--- config.mk ---
export PLATFORM = sky130hd
export DESIGN_NAME = btn_press_classifier
export DESIGN_NICKNAME = d
export VERILOG_FILES = /design/src/rtl/btn_press_classifier.sv
export SDC_FILE = /design/constraint.sdc
export NUM_CORES = 1
export LEC_CHECK = 0
export BUFFER_PORTS_ARGS = -buffer_cell sky130_fd_sc_hd__buf_4
export CAP_MARGIN = 40
export CORE_AREA = 2 2 63 65
export CTS_CLUSTER_SIZE = 10
export DETAILED_ROUTE_END_ITERATION = 10
export DIE_AREA = 0 0 65 67
export PLACE_DENSITY = 0.67
export SLEW_MARGIN = 5
export SYNTH_ARGS = -nofsm -noshare
export SYNTH_HDL_FRONTEND = slang
export SYNTH_SLANG_ARGS = --single-unit
--- constraint.sdc ---
create_clock -name clock_in -period 2.3 [get_ports clock_in]
set_clock_uncertainty 0.05 [all_clocks]
set_input_delay 0.115 -clock clock_in [delete_from_list [all_inputs] [get_ports clock_in]]
set_output_delay 0.115 -clock clock_in [all_outputs]
set_load 0.02 [all_outputs]
--- src/rtl/btn_press_classifier.sv ---
// Classifies debounced button presses as short, long, or held with periodic auto-repeat.
// One instance per button; pulse outputs are registered one-cycle strobes, held_out is a level.
`timescale 1ns/1ps
module btn_press_classifier #(
  parameter int unsigned LONG_CYCLES   = 62_500_000,
  parameter int unsigned REPEAT_CYCLES = 12_500_000,
  parameter int unsigned CNT_WIDTH     = 27
) (
  input  logic clock_in,
  input  logic reset_in,
  input  logic btn_in,
  input  logic btn_down_in,
  input  logic btn_up_in,
  output logic short_press_out,
  output logic long_press_out,
  output logic repeat_out,
  output logic held_out
);

  typedef enum logic [1:0] {
    IDLE    = 2'd0,
    PRESSED = 2'd1,
    HELD    = 2'd2
  } state_t;

  localparam logic [CNT_WIDTH-1:0] LONG_LAST   = CNT_WIDTH'(LONG_CYCLES - 1);
  localparam logic [CNT_WIDTH-1:0] REPEAT_LAST = CNT_WIDTH'(REPEAT_CYCLES - 1);

  state_t               state, state_d;
  logic [CNT_WIDTH-1:0] cnt, cnt_d;
  logic                 btn_in_q;
  logic                 short_d, long_d, repeat_d, held_d;
  logic                 press_c, release_c;

  // Two consecutive low levels recover a release whose up-pulse was lost.
  assign press_c   = btn_down_in;
  assign release_c = btn_up_in | (~btn_in & ~btn_in_q);

  always_ff @(posedge clock_in) begin
    if (reset_in) begin
      state           <= IDLE;
      cnt             <= '0;
      btn_in_q        <= 1'b0;
      short_press_out <= 1'b0;
      long_press_out  <= 1'b0;
      repeat_out      <= 1'b0;
      held_out        <= 1'b0;
    end else begin
      state           <= state_d;
      cnt             <= cnt_d;
      btn_in_q        <= btn_in;
      short_press_out <= short_d;
      long_press_out  <= long_d;
      repeat_out      <= repeat_d;
      held_out        <= held_d;
    end
  end

  // Next-state and next-output logic; release always takes priority over terminal counts.
  always_comb begin
    state_d  = state;
    cnt_d    = cnt;
    short_d  = 1'b0;
    long_d   = 1'b0;
    repeat_d = 1'b0;
    unique case (state)
      IDLE: begin
        cnt_d = '0;
        if (press_c && !btn_up_in) begin
          state_d = PRESSED;
        end
      end
      PRESSED: begin
        if (release_c) begin
          state_d = IDLE;
          cnt_d   = '0;
          short_d = 1'b1;
        end else if (cnt == LONG_LAST) begin
          state_d = HELD;
          cnt_d   = '0;
          long_d  = 1'b1;
        end else begin
          cnt_d = cnt + CNT_WIDTH'(1);
        end
      end
      HELD: begin
        if (release_c) begin
          state_d = IDLE;
          cnt_d   = '0;
        end else if (cnt == REPEAT_LAST) begin
          cnt_d    = '0;
          repeat_d = 1'b1;
        end else begin
          cnt_d = cnt + CNT_WIDTH'(1);
        end
      end
      default: begin
        state_d = IDLE;
        cnt_d   = '0;
      end
    endcase
    held_d = (state_d == HELD);
  end

endmodule

==> out/summary.txt <==
Status: complete, no violations
Arrival @ worst endpoint: 2210 ps
Peak supply drop: 0.2972 mV
P per Cell Area: 584.2 nW/µm²
Sequential share of the synthesized area: 42.63%
Slew margin rel.: 72.68%
Worst min-delay path class: primary input to register
CP Data Required Time: 2420 ps
Fin. max-slew vios: 0
Cell count after synthesis: 182
Row count: 22
Synth warnings: 0
Number of synthesized flops with an enable pin: 0
Top_reg_cell synth: dfxtp_1
Initial core utilization: 44.27%
Chip Height: 67 µm
Initial antenna violation count: 0
CTS sink cnt: 34
# H-tree levels: 2
Placer Congestion: 0.7333
DP HPWL: 2225 µm
Avg Synthesized Cell Area: 8.772 µm²
Final net count: 205
Area of the core: 3606 µm²
Final WL: 2943 µm
Clk buf depth: 2
Area delta synth->final: 13.56%
Global-route usage over all layers: 16.00%
Mapped cell area: 1597 µm²
Int Power: 0.8483 mW
Detail Route Antenna Nets: 0
Setup TNS Final: 0 ps
Max-cap violations: 0
Clock network fraction of total power: 41.0%
Reg clk slew, reported paths: 60 ps
RSZ-0062 raised after global routing: false
PortBufs: 8
Post-route core utilization: 50.28%
Starting DRT DRC Count: 34
Pin count of the biggest net entering global routing: 28
Leak: 0.6009 nW
Sw frac: 19.90%
Residual DRC: 0
Top-area cell type share of the netlist area: 42.63%
Synth area leader: dfxtp_1
Chip width: 65 µm
CP Max Fanout: 27
Total die area: 4355 µm²
Synth area leaders: dfxtp_1, xnor2_1, nor2_1
Via count: 1,219
CTS tree: yes
Period utilization: 90.86%
Global-route wire length before repair: 5271 µm
Cts repair resizes: 0
Synth cell types: 31
Seq pwr share: 56.2%
Via density per instance: 4.996
IO Pins: 9
Crit path launch type: register
Grt total ovfl: 0
Vias in the first global route: 1,218
Syn_nets: 192
Number of inserted diodes: 0
Worst setup path class: register to register
Wire per inst: 12.06 µm
Asr flop ratio synth: 0%
Worst Tran Pin Value: 408.7 ps
Net Switching: 0.2108 mW
Post-layout minimum cycle time: 2090 ps
Final hold violation count: 0
Logic pwr share: 2.9%
Fmax: 478.5 MHz
FF+latch count, synth: 34
First drt pass iteration count: 4
Final setup violation count: 0
Setup slack on the worst flop-to-flop path: 210 ps
Fillers: 358
Worst skew pair latency: 280 ps
Clock Root Buffer: clkbuf_8
Worst setup EP type: register
Layout cells sized above 1: 11.22%
CTS buffer count: 5
==> worst paths after layout <==
check,from,to,cells past startpoint
max,cnt[0],cnt[3],7
max reg2reg,cnt[0],cnt[3],7
min,btn_in,btn_in_q,2
min reg2reg,cnt[0],cnt[0],1
==> flip-flops by register name, indices dropped and copies added (netlist names) <==
name	cells
cnt	27
held_out	1
state	2
short_press_out	1
repeat_out	1
long_press_out	1
btn_in_q	1
==> placed cells by master (no fill, tap or decap), types with 2 or more instances in the layout <==
master / netlist / routed
xor2_1: 5 / 5
nand3_1: 11 / 11
nor4_1: 3 / 3
nor3_1: 5 / 5
inv_1: 7 / 7
xnor2_1: 20 / 20
ha_1: 5 / 5
nand2_1: 13 / 13
nor4b_1: 2 / 2
dfxtp_1: 34 / 34
nor3b_1: 2 / 2
clkbuf_8: 0 / 6
nand4_1: 3 / 3
nor2_1: 37 / 37
nor2b_1: 4 / 4
and4_1: 4 / 4
and3_1: 7 / 7
o21ai_0: 4 / 4
buf_4: 2 / 8
==> power by group through the flow <==
stage	Clock, mW	Sequential [mW]	Combinational [mW]
floorplan	0	0.608	0.0164
global placement	0	0.607	0.0270
detailed placement	0	0.608	0.0293
CTS	0.449	0.595	0.0308
global route	0.480	0.594	0.0340
finish	0.434	0.595	0.0305
==> cells by family (layout without fill, tap and decap cells) <==
| family | after synthesis | in the layout | synth area share, % |
|---|---|---|---|
| xor gates and xnor gates | 25 | 25 | 13.71 |
| AOI/OAI and AO/OA | 9 | 9 | 3.840 |
| adders and majority gates | 5 | 5 | 3.918 |
| buffers and inverters | 11 | 25 | 3.213 |
| DFF | 34 | 34 | 42.63 |
| and+or+nand+nor | 98 | 98 | 32.68 |
==> routing by layer <==
layer | vias up | track usage (%) | share of wire, %
met5 | - | 0 | 0
met4 | 0 | 6.383 | 1.7
met3 | 7 | 4.561 | 4.0
met2 | 18 | 28.35 | 49
met1 | 560 | 18.03 | 45
li1 | 634 | - | -
==> synth_stat cells, drive strengths merged, types with 2 or more instances <==
master / number
inv: 7
and3: 7
xnor2: 20
nor3b: 2
nor2: 38
ha: 5
and4: 4
xor2: 5
nor4: 5
buf: 4
nand4: 4
o21ai: 4
nand3: 11
nor2b: 4
dfxtp: 34
nand2: 13
nor3: 6
nor4b: 2
==> final cells by class <==
class | instances | area, µm² | area share [%]
timing repair buffer | 10 | 90.09 | 4.969
clock inverter | 1 | 5.005 | 0.2761
clock buffer | 7 | 86.33 | 4.762
tap | 48 | 60.06 | 3.313
sequential | 34 | 680.7 | 37.54
multi-input combinational | 137 | 864.6 | 47.69
inverter | 7 | 26.28 | 1.449
==> worst max-delay path: stages (launching register included) <==
cell	delay, ps
dfxtp_1	380
ha_1	230
and4_1	280
nand4_1	200
o41ai_1	400
a21o_1	200
buf_12	180
nor2_1	70
==> per-stage QoR <==
| stage | std cells | hold WS (ps) | power, mW | instance area, µm² | setup WS (ps) |
|---|---|---|---|---|---|
| 4_1_cts | 244 | 11.68 | 1.074 | 1813 | 198.2 |
| 6_report | 244 | 12.58 | 1.059 | 1813 | 210.3 |
| 2_1_floorplan | 182 | 136.6 | 0.6241 | 1597 | 300.9 |
| 5_1_grt | 244 | 35.99 | 1.108 | 1813 | 71.25 |
| 3_5_place_dp | 235 | 270.7 | 0.6371 | 1712 | 212.9 |
| 3_3_place_gp | 235 | 268.2 | 0.6341 | 1712 | 287.2 |
==> timing repair <==
item	in CTS	in global routing
setup buffers	0	0
hold buffers	1	0
hold endpoints to repair	3	0
Power figures use the tool's default switching activity.
